## config.mk

```make
export PLATFORM = sky130hd
export DESIGN_NAME = tt_sweep_capture_flat
export DESIGN_NICKNAME = d
export VERILOG_FILES = /design/src/rtl/tt_sweep_capture_pkg.sv /design/src/rtl/tt_sweep_capture_if.sv /design/src/rtl/tt_sweep_capture_hold_timer.sv /design/src/rtl/tt_sweep_capture.sv /design/src/flat_wrapper.sv
export SDC_FILE = /design/constraint.sdc
export NUM_CORES = 1
export LEC_CHECK = 0
export BUFFER_PORTS_ARGS = -buffer_cell sky130_fd_sc_hd__buf_2
export CAP_MARGIN = 5
export CORE_UTILIZATION = 62
export CTS_BUF_LIST = sky130_fd_sc_hd__clkbuf_8
export DETAILED_ROUTE_END_ITERATION = 8
export PLACE_DENSITY = 0.86
export SLEW_MARGIN = 20
export SYNTH_ARGS = -nofsm -noshare
export SYNTH_HDL_FRONTEND = slang
export SYNTH_SLANG_ARGS = --single-unit
```

## constraint.sdc

```tcl
create_clock -name clk -period 4.2 [get_ports clk]
set_clock_uncertainty 0.05 [all_clocks]
set_input_delay 0.42 -clock clk [delete_from_list [all_inputs] [get_ports clk]]
set_output_delay 0.42 -clock clk [all_outputs]
set_load 0.05 [all_outputs]
```

## src/rtl/tt_sweep_capture_pkg.sv

```systemverilog
// rtl/tt_sweep_capture_pkg.sv - shared types and helpers for the truth-table sweep
package tt_sweep_pkg;

  typedef enum logic [1:0] {
    ST_IDLE,
    ST_HOLD,
    ST_DONE
  } state_t;

  function automatic int num_patterns(input int n);
    return 1 << n;
  endfunction

endpackage

```

## src/rtl/tt_sweep_capture_if.sv

```systemverilog
// rtl/tt_sweep_capture_if.sv - stimulus/response bundle between sweep sequencer and its user
interface tt_sweep_capture_if #(
  parameter int NUM_INPUTS = 3
);

  logic                       start;
  logic                       f_in;
  logic [NUM_INPUTS-1:0]      stim;
  logic                       busy;
  logic                       done;
  logic [2**NUM_INPUTS-1:0]   tt;
  logic                       tt_valid;

  modport master (
    output start,
    output f_in,
    input  stim,
    input  busy,
    input  done,
    input  tt,
    input  tt_valid
  );

  modport slave (
    input  start,
    input  f_in,
    output stim,
    output busy,
    output done,
    output tt,
    output tt_valid
  );

endinterface

```

## src/rtl/tt_sweep_capture_hold_timer.sv

```systemverilog
// rtl/tt_sweep_capture_hold_timer.sv - counts hold cycles per pattern, flags the sampling edge
module tt_hold_timer #(
  parameter int HOLD_CYCLES = 10
) (
  input  logic clk,
  input  logic rst,
  input  logic clear,
  input  logic enable,
  output logic last
);

  localparam int W = $clog2(HOLD_CYCLES + 1);

  logic [W-1:0] count;

  always_ff @(posedge clk or posedge rst) begin
    if (rst) begin
      count <= '0;
    end else if (clear) begin
      count <= '0;
    end else if (enable) begin
      count <= count + 1'b1;
    end
  end

  assign last = (count == W'(HOLD_CYCLES - 1));

endmodule

```

## src/rtl/tt_sweep_capture.sv

```systemverilog
// rtl/tt_sweep_capture.sv - sweeps all input patterns of a small combinational unit
// and captures its response into a registered truth-table word.
module tt_sweep_capture
  import tt_sweep_pkg::*;
#(
  parameter int NUM_INPUTS  = 3,
  parameter int HOLD_CYCLES = 10
) (
  input logic             clk,
  input logic             rst,
  tt_sweep_capture_if.slave bus
);

  localparam int                    PATTERNS = num_patterns(NUM_INPUTS);
  localparam logic [NUM_INPUTS-1:0] LAST_IDX = NUM_INPUTS'(PATTERNS - 1);

  state_t                state, state_next;
  logic [NUM_INPUTS-1:0] idx, idx_next;
  logic [PATTERNS-1:0]   tt_q, tt_next;
  logic                  tt_valid_q, tt_valid_next;
  logic [NUM_INPUTS-1:0] stim_q;
  logic                  busy_q;
  logic                  done_q;
  logic                  timer_clear;
  logic                  timer_enable;
  logic                  timer_last;

  tt_hold_timer #(
    .HOLD_CYCLES(HOLD_CYCLES)
  ) u_hold_timer (
    .clk   (clk),
    .rst   (rst),
    .clear (timer_clear),
    .enable(timer_enable),
    .last  (timer_last)
  );

  always_comb begin
    state_next    = state;
    idx_next      = idx;
    tt_next       = tt_q;
    tt_valid_next = tt_valid_q;
    timer_clear   = 1'b0;
    timer_enable  = 1'b0;
    case (state)
      ST_IDLE: begin
        if (bus.start) begin
          state_next    = ST_HOLD;
          idx_next      = '0;
          tt_valid_next = 1'b0;
          timer_clear   = 1'b1;
        end
      end
      ST_HOLD: begin
        timer_enable = 1'b1;
        if (timer_last) begin
          tt_next[idx] = bus.f_in;
          if (idx == LAST_IDX) begin
            state_next = ST_DONE;
          end else begin
            idx_next    = idx + 1'b1;
            timer_clear = 1'b1;
          end
        end
      end
      ST_DONE: begin
        state_next    = ST_IDLE;
        tt_valid_next = 1'b1;
      end
      default: begin
        state_next = ST_IDLE;
      end
    endcase
  end

  always_ff @(posedge clk or posedge rst) begin
    if (rst) begin
      state <= ST_IDLE;
    end else begin
      state <= state_next;
    end
  end

  // Outputs are registered from next-state values so stim moves on the sampling edge itself.
  always_ff @(posedge clk or posedge rst) begin
    if (rst) begin
      idx        <= '0;
      tt_q       <= '0;
      tt_valid_q <= 1'b0;
      stim_q     <= '0;
      busy_q     <= 1'b0;
      done_q     <= 1'b0;
    end else begin
      idx        <= idx_next;
      tt_q       <= tt_next;
      tt_valid_q <= tt_valid_next;
      stim_q     <= (state_next == ST_IDLE) ? '0 : idx_next;
      busy_q     <= (state_next != ST_IDLE);
      done_q     <= (state_next == ST_DONE);
    end
  end

  assign bus.stim     = stim_q;
  assign bus.busy     = busy_q;
  assign bus.done     = done_q;
  assign bus.tt       = tt_q;
  assign bus.tt_valid = tt_valid_q;

endmodule

```

## src/flat_wrapper.sv

```systemverilog
// flat-port wrapper written by rule: the top's interface ports become plain ports
module tt_sweep_capture_flat import tt_sweep_pkg::*;
#(
  parameter int NUM_INPUTS  = 3,
  parameter int HOLD_CYCLES = 10
)
  (clk, rst, bus_start, bus_f_in, bus_stim, bus_busy, bus_done, bus_tt, bus_tt_valid);
  tt_sweep_capture_if #(.NUM_INPUTS(NUM_INPUTS)) bus_i ();
  input logic clk;
  input logic rst;
  input wire logic [$bits(bus_i.start)-1:0] bus_start;
  input wire logic [$bits(bus_i.f_in)-1:0] bus_f_in;
  output wire logic [$bits(bus_i.stim)-1:0] bus_stim;
  output wire logic [$bits(bus_i.busy)-1:0] bus_busy;
  output wire logic [$bits(bus_i.done)-1:0] bus_done;
  output wire logic [$bits(bus_i.tt)-1:0] bus_tt;
  output wire logic [$bits(bus_i.tt_valid)-1:0] bus_tt_valid;
  assign bus_i.start = bus_start;
  assign bus_i.f_in = bus_f_in;
  assign bus_stim = bus_i.stim;
  assign bus_busy = bus_i.busy;
  assign bus_done = bus_i.done;
  assign bus_tt = bus_i.tt;
  assign bus_tt_valid = bus_i.tt_valid;
  tt_sweep_capture #(.NUM_INPUTS(NUM_INPUTS), .HOLD_CYCLES(HOLD_CYCLES)) u_core (.clk(clk), .rst(rst), .bus(bus_i));
endmodule
```

==> impl_metrics.tcl, run 1 <==
set metrics [dict create \
    most-common-layout-cells "dfrtp_1, buf_2, nand2_1, mux2_1, nand3_1" \
    final_layout_size_suffix_gt1_frac 0.226 \
    antenna_found_initial 0 \
    crit_path_start_kind "flop" \
    core_area_mm2 0.00173 \
    viasPerCell 5.97 \
    initial_core_util 0.657 \
    fin_hold_ws_ps 269 \
    num_rows 15 \
    synth_area_mm2 0.00113 \
    report.final.slew_viol_count 0 \
    crit_fanout 9 \
    grt_pass1_vias 779 \
    routed_wl_mm 2.11 \
    cp.required_ps 4290 \
    drt_pass1_iterations 4 \
    die_area_mm2 0.00201 \
    worstMarginPinSlew_ps 837 \
    numPortBuffers 17 \
    met1Wirelength_um 918 \
    nets 123 \
    cts_tree "built" \
    clk_latency_ps 260 \
    vdd_ir_drop_max_v 0.000620 \
    drc 0 \
    synthToLayoutAreaGrowth_pct 10.7 \
    cts.hold.buffers_added 0 \
    grt_pass1_wl_mm 3.49 \
    synth_nets 107 \
    synth_cell_types 36 \
    grt_max_degree 24 \
    fin_crit_sh 0.425 \
    run_status "complete, no violations" \
    slew_headroom 0.441 \
    r2r_start "u_core.u_hold_timer.count[1]$_DFFE_PP0P_" \
    synth_warnings 0 \
    synth_seq_cells 23 \
    cp-end-kind "flop" \
    crit_arrival_ps 1880 \
    rsz0062_at_grt "no" \
    r2r_end "u_core.bus.tt[5]$_DFFE_PP0P_" \
    setup_tns_ps 0 \
    worstSetupPathType "reg2reg" \
    cts-root-buf "clkbuf_8" \
    diodes 0 \
    dp_hpwl_mm 1.44 \
    wl_met2_mm 1.04 \
    numCtsBuffers 3 \
    ant_nets 0 \
    cts_htree_levels 1 \
    grt-ovfl-total 0 \
    first_iter_violations 19 \
    finalSetupViolCount 0 \
    avgSynthCellArea_um2 11.3 \
    grt_usage 0.245 \
    clk_pin_slew_ps 80 \
    die_h_um 44.8 \
    p_per_area_mw_per_mm2 836 \
    worstRegToRegCells 5 \
    seq_area_frac_synth 0.507 \
    fmax_mhz 560 \
    stdcell_count 140 \
    die_w_um 44.8 \
    pin_count 18 \
    final-hold-violation-count 0 \
    rrSetupSlack_ps 2410 \
    clock-sinks 23 \
    wl_per_cell_um 15.1 \
    top_layer "met4" \
    report.power.total_mw 1.05 \
    num_vias 836 \
    cts_resized 0 \
    p_leak_nw 0.570 \
    placed_cells 136 \
    clock_path_buffers 2 \
    post-route-util 0.728 \
    wl_met3_um 103 \
    postCtsSetupBuffers 0 \
    syn_inst 100 \
    synth_edf_count 0 \
    synth_flop_cell "dfrtp_1" \
    routabilityCongestion 0.806 \
    hold_class "in2async" \
    cp-startpoint "u_core.u_hold_timer.count[1]$_DFFE_PP0P_" \
    cap_violations 0 \
    fin_crit_ps 1790 \
    async_flop_share 1.00 \
    crit_end "u_core.bus.tt[5]$_DFFE_PP0P_" \
    layout_commonest_cell "dfrtp_1" \
]
-- report_power, final --
| part | internal, mW | total, mW | leakage, nW | switching, mW |
|---|---|---|---|---|
| clock network | 0.0651 | 0.130 | 0.0269 | 0.0649 |
| registers | 0.314 | 0.401 | 0.273 | 0.0869 |
| logic | 0.166 | 0.519 | 0.271 | 0.352 |
| total | 0.546 | 1.05 | 0.570 | 0.504 |
-- registers in the layout, indices dropped and copies added (netlist names) --
name,flops
u_core.bus.busy,1
u_core.bus.done,1
u_core.bus.stim,3
u_core.bus.tt,8
u_core.bus.tt_valid,1
u_core.idx,3
u_core.state,2
u_core.u_hold_timer.count,4
-- how the worst min path moves through the flow --
stage	endpoint	cells after the start	slack (ps)	from
floorplan	u_core.bus.busy$_DFF_PP0_	1	370	rst
global placement	u_core.bus.tt[7]$_DFFE_PP0P_	1	420	u_core.bus.tt[7]$_DFFE_PP0P_
detailed placement	u_core.bus.tt[4]$_DFFE_PP0P_	1	430	u_core.bus.tt[4]$_DFFE_PP0P_
CTS	u_core.bus.done$_DFF_PP0_	2	290	rst
global route	u_core.bus.done$_DFF_PP0_	2	350	rst
finish	u_core.bus.done$_DFF_PP0_	2	270	rst
-- synth_stat cells, types with 3 or more instances --
cell	instances	area [um2]
nand2_1	8	30.0
ha_1	3	37.5
nor3_1	3	15.0
dfrtp_1	23	576
a21oi_1	3	15.0
nand2b_1	3	18.8
nand3_1	7	35.0
mux2_1	8	90.1
o21ai_0	4	20.0
inv_1	4	15.0
-- cell type report --
class	count	area [um2]
Timing Repair Buffer	17	85.1
Tap cell	25	31.3
Clock inverter	1	3.75
Inverter	4	15.0
Multi-Input combinational cell	67	504
Fill cell	125	470
Clock buffer	3	41.3
Sequential cell	23	576
-- critical path, cell delays in order (launching register included) --
cell and delay (ps):
dfrtp_1 410, inv_1 90, ha_1 230, and3b_1 390, nand3_1 180, mux2_1 340
-- cell families (layout without fill, tap and decap cells) --
kind of cell | Yosys count | after routing | share of synthesized area
and+or+nand+nor | 37 | 37 | 0.218
buffers and inverters | 10 | 25 | 0.0485
muxes | 8 | 8 | 0.0794
AOI/OAI and AO/OA | 19 | 19 | 0.114
DFF | 23 | 23 | 0.507
adders and majority gates | 3 | 3 | 0.0331
-- per-stage QoR --
| step | area (um2) | worst slack [ps] |
|---|---|---|
| 6_report | 1260 | 2410 |
| 5_1_grt | 1260 | 2370 |
| 4_1_cts | 1260 | 2450 |
| 3_5_place_dp | 1210 | 2470 |
| 3_3_place_gp | 1210 | 2500 |
| 2_1_floorplan | 1130 | 2610 |
-- routing by layer --
layer  up-vias  GRT usage
li1        394          -
met1       403      0.334
met2        33      0.379
met3         6     0.0360
met4         0      0.133
met5         -          0
No activity file was read; power rests on OpenSTA's default activity.
==> run 2, diff against run 1 <==
CORE_UTILIZATION = 57   (was 62)
PLACE_DENSITY = 0.8   (was 0.86)
clock period = 1.75 ns   (was 4.2 ns; I/O delays follow)
==> run 2 against run 1 <==
  * Via count rose by 4.1%
  * Die area rose by 8.4%
  * Combinational power grew to 2.6 times the previous value
  * Global-route usage up 0.37 points
  * Non-clock buffer count is 7 higher
  * Maximum frequency up 11%
  * Clock-buffer cell count did not move
  * Worst hold slack worse by 110 ps
  * Register-to-register slack worse by 2300 ps
  * Wire length increased by 2.4%
  * Critical path type unchanged
  * Largest cell class unchanged
==> impl_metrics.tcl, run 2 (same netlist as run 1, synthesis figures left out) <==
set metrics [dict create \
    run_status "complete, no violations" \
    routed_wl_mm 2.16 \
    most-common-layout-cells "dfrtp_1, buf_2, nand2_1, mux2_1, nand3_1" \
    largest_register_ffs 8 \
    worstMarginPinSlew_ps 376 \
    synthToLayoutAreaGrowth_pct 15.7 \
    crit_fanout 9 \
    crit_cells 5 \
    report.final.slew_viol_count 0 \
    clk_pin_slew_ps 80 \
    report.power.total_mw 2.59 \
    pin_count 18 \
    rrSetupSlack_ps 130 \
    drc 0 \
    crit_family "simple AND/OR/NAND/NOR gates" \
    finalSetupViolCount 0 \
    numCtsBuffers 3 \
    postCtsSetupBuffers 0 \
    cts_resized 0 \
    die_w_um 46.6 \
    crit_arrival_ps 1760 \
    clk_latency_ps 260 \
    initial_core_util 0.630 \
    die_area_mm2 0.00217 \
    ant_nets 0 \
    diodes 0 \
    cp-end-kind "flop" \
    cts_tree "built" \
    worstHoldPathCells 2 \
    grt_max_degree 24 \
    dp_hpwl_mm 1.58 \
    num_rows 15 \
    drt_pass1_iterations 4 \
    grt_pass1_wl_mm 3.67 \
    wl_per_cell_um 14.7 \
    vdd_ir_drop_max_v 0.00141 \
    numPortBuffers 17 \
    die_h_um 46.6 \
    fmax_mhz 619 \
    clock_path_buffers 2 \
    crit_path_start_kind "flop" \
    crit_chain "inv_1 -> ha_1 -> nand3b_4 -> or4_4 -> o211ai_2" \
    hold_class "in2reg" \
    layout_commonest_cell "dfrtp_1" \
    worstRegToRegCells 5 \
    setup_tns_ps 0 \
    final-hold-violation-count 0 \
    clock-sinks 23 \
    grt_usage 0.249 \
    worstSetupPathType "reg2reg" \
    min_from "bus_f_in" \
    r2r_start "u_core.u_hold_timer.count[1]$_DFFE_PP0P_" \
    post_dp_cell_area_mm2 0.00126 \
    viasPerCell 5.92 \
    routabilityCongestion 0.799 \
    cts-root-buf "clkbuf_8" \
    fin_crit_sh 0.924 \
    first_iter_violations 22 \
    cp.required_ps 1890 \
    fin_hold_ws_ps 154 \
    cp_slowest_cell "or4_4" \
    finalInstanceArea_mm2 0.00131 \
    worstPathBufferInverterCount 1 \
    p_per_area_mw_per_mm2 1980 \
    num_vias 870 \
    grt_pass1_vias 818 \
    slew_headroom 0.749 \
    antenna_found_initial 0 \
    cpPeakStageDelay_ps 530 \
    p_leak_nw 0.603 \
    r2r_end "u_core.idx[0]$_DFF_PP0_" \
    cap_violations 0 \
    final_layout_size_suffix_gt1_frac 0.270 \
    cts_htree_levels 1 \
    nets 130 \
    holdPathEnd "u_core.bus.tt[7]$_DFFE_PP0P_" \
    fin_crit_ps 1620 \
    grt-ovfl-total 0 \
    core_area_mm2 0.00180 \
    rsz0062_at_grt "no" \
]
run 2: area by class of cell:
| class | instances | area, um2 |
|---|---|---|
| Sequential cell | 23 | 576 |
| Multi-Input combinational cell | 67 | 504 |
| Fill cell | 155 | 489 |
| Timing Repair Buffer | 24 | 140 |
| Clock buffer | 3 | 41.3 |
| Tap cell | 25 | 31.3 |
| Inverter | 4 | 15.0 |
| Clock inverter | 1 | 5.00 |
run 2: timing repair:
item                                    in CTS  in global routing
endpoints found under the hold margin       23                  0
hold buffers                                 1                  0
endpoints found under the setup margin       0                  0
run 2: how the worst max path moves through the flow:
stage / startpoint / end / slack (ps)
after floorplan: u_core.idx[1]$_DFF_PP0_ / u_core.idx[0]$_DFF_PP0_ / 160
after global placement: u_core.u_hold_timer.count[1]$_DFFE_PP0P_ / u_core.bus.tt[1]$_DFFE_PP0P_ / 180
after detailed placement: u_core.u_hold_timer.count[1]$_DFFE_PP0P_ / u_core.bus.tt[5]$_DFFE_PP0P_ / 150
after CTS: u_core.u_hold_timer.count[1]$_DFFE_PP0P_ / u_core.idx[0]$_DFF_PP0_ / 140
after global routing: u_core.u_hold_timer.count[1]$_DFFE_PP0P_ / u_core.bus.tt[1]$_DFFE_PP0P_ / 40
final: u_core.u_hold_timer.count[1]$_DFFE_PP0P_ / u_core.idx[0]$_DFF_PP0_ / 130
run 2: layer usage:
layer  routed length, um  track usage
met1                 964        0.329
met2                1040        0.389
met3                 105       0.0706
met4                  44       0.0857
met5                   0            0
run 2: stage by stage:
stage / cells / util / setup slack [ps]
after floorplan: 100 / - / 159
after global placement: 142 / 0.697 / 182
after detailed placement: 142 / 0.697 / 150
after CTS: 147 / 0.728 / 136
after global routing: 147 / 0.728 / 40.8
final: 147 / 0.728 / 133
run 2: report_power, final:
| part | switching, mW | internal [mW] | leakage (nW) |
|---|---|---|---|
| clock network | 0.160 | 0.159 | 0.0255 |
| registers | 0.163 | 0.755 | 0.273 |
| logic | 0.908 | 0.447 | 0.304 |
==> run 3, diff against run 2 <==
CORE_UTILIZATION = 50   (was 57)
PLACE_DENSITY = 0.72   (was 0.8)
==> run 3 against run 2 <==
  * Worst hold slack improved by 24 ps
  * Global-route usage decreased by 5.4 points
  * Cell area decreased by 0.48%
  * Wire length decreased by 2.0%
  * Power decreased by 1.1%
  * Largest power group unchanged
==> impl_metrics.tcl, run 3 (same netlist as run 1, synthesis figures left out) <==
set metrics [dict create \
    grt_max_degree 24 \
    rsz0062_at_grt "no" \
    worstMarginPinSlew_ps 387 \
    numPortBuffers 17 \
    clock-sinks 23 \
    core_area_mm2 0.00204 \
    seqPwrFrac 0.362 \
    routabilityCongestion 0.831 \
    die_w_um 49.6 \
    initial_core_util 0.556 \
    num_vias 838 \
    die_h_um 49.6 \
    cts_tree "built" \
    crit_chain "inv_1 -> ha_1 -> and3b_1 -> nand3_1 -> mux2_1" \
    worstRegToRegCells 5 \
    fin_crit_ps 1610 \
    nets 129 \
    cp-end-kind "flop" \
    switching_share 0.472 \
    p_int_mw 1.35 \
    comb_power_share 0.517 \
    worstHoldPathCells 2 \
    worstPathBufferInverterCount 1 \
    drc 0 \
    hold_class "in2reg" \
    slew_headroom 0.741 \
    final-hold-violation-count 0 \
    crit_cells 5 \
    cp_slowest_cell "dfrtp_1" \
    p_leak_nw 0.600 \
    crit_arrival_ps 1700 \
    numCtsBuffers 3 \
    power_switching_mw 1.21 \
    setup_ws_ps 144 \
    routed_wl_mm 2.11 \
    p_per_area_mw_per_mm2 1960 \
    drt_pass1_iterations 4 \
    setup_tns_ps 0 \
    fin_crit_sh 0.918 \
    run_status "complete, no violations" \
    grt_pass1_wl_mm 3.68 \
    cp-startpoint "u_core.u_hold_timer.count[1]$_DFFE_PP0P_" \
    ant_nets 0 \
    clock_path_buffers 2 \
    worstSetupPathType "reg2reg" \
    r2r_start "u_core.u_hold_timer.count[1]$_DFFE_PP0P_" \
    pin_count 18 \
    synthToLayoutAreaGrowth_pct 15.1 \
    fmax_mhz 623 \
    cts_htree_levels 1 \
    die_area_mm2 0.00246 \
    grt_pass1_vias 866 \
    wl_per_cell_um 14.3 \
    final_layout_size_suffix_gt1_frac 0.256 \
    cpPeakStageDelay_ps 410 \
    vdd_ir_drop_max_v 0.00138 \
    first_iter_violations 18 \
    crit_path_start_kind "flop" \
    pwr-share-clk 0.121 \
    grt-ovfl-total 0 \
    clk_latency_ps 250 \
    cp.required_ps 1840 \
    dp_hpwl_mm 1.54 \
    min_from "bus_f_in" \
    clk_pin_slew_ps 80 \
    diodes 0 \
    cts-root-buf "clkbuf_8" \
    most-common-layout-cells "dfrtp_1, buf_2, nand2_1, mux2_1, nand3_1" \
    layout_commonest_cell "dfrtp_1" \
    num_rows 16 \
    finalSetupViolCount 0 \
    crit_family "flip-flops" \
    post-place-ws_ps 160 \
    fillers 173 \
    viasPerCell 5.66 \
    crit_fanout 5 \
    largest_register_ffs 8 \
    postCtsSetupBuffers 0 \
    grt_usage 0.195 \
    antenna_found_initial 0 \
    cap_violations 0 \
    report.final.slew_viol_count 0 \
]
-- run 3: final cells by class --
cell class,count,area (um2),share of cell area
inverter,4,15.0,0.0115
timing repair buffer,23,133,0.102
sequential,23,576,0.441
multi-input combinational,67,504,0.386
clock inverter,1,3.75,0.00287
clock buffer,3,41.3,0.0316
tap,27,33.8,0.0259
-- run 3: power by group through the flow --
stage	combinational [mW]	clock [mW]	sequential (mW)
detailed placement	1.32	0	0.935
global placement	1.30	0	0.923
CTS	1.33	0.324	0.926
global route	1.43	0.346	0.965
finish	1.33	0.311	0.927
floorplan	0.570	0	1.39
-- run 3: metrics by stage --
| stage | power [mW] | instance area [um2] | util | std cells | hold WS (ps) |
|---|---|---|---|---|---|
| global placement | 2.22 | 1250 | 0.613 | 143 | 171 |
| floorplan | 1.96 | 1130 | - | 100 | 127 |
| CTS | 2.58 | 1310 | 0.640 | 148 | 175 |
| finish | 2.56 | 1310 | 0.640 | 148 | 178 |
| global route | 2.74 | 1310 | 0.640 | 148 | 189 |
| detailed placement | 2.26 | 1250 | 0.613 | 143 | 192 |
-- run 3: worst reg2reg max path: stages (launching register included) --
cell,delay [ps]
dfrtp_1,410
inv_1,90
ha_1,230
and3b_1,290
nand3_1,120
mux2_1,310
-- run 3: metal layers --
layer	wire length, um	vias up	share of wire	track usage
li1	-	403	-	-
met1	988	414	0.47	0.263
met2	1040	19	0.49	0.313
met3	74	2	0.035	0.0216
met4	13	0	0.0062	0.0857
met5	0	-	0	0
-- run 3: final timing paths --
check	end	slack (ps)
min	u_core.bus.tt[5]$_DFFE_PP0P_	180
min reg2reg	u_core.bus.tt[3]$_DFFE_PP0P_	440
max reg2reg	u_core.bus.tt[5]$_DFFE_PP0P_	140
max	u_core.bus.tt[5]$_DFFE_PP0P_	140
min in group asynchronous	u_core.bus.stim[1]$_DFF_PP0_	450
max in group asynchronous	u_core.u_hold_timer.count[3]$_DFFE_PP0P_	970
-- run 3: repair_timing --
item	4_1_cts	5_1_grt
hold endpoints to repair	23	0
hold buffers	1	0
gates resized for setup	0	0
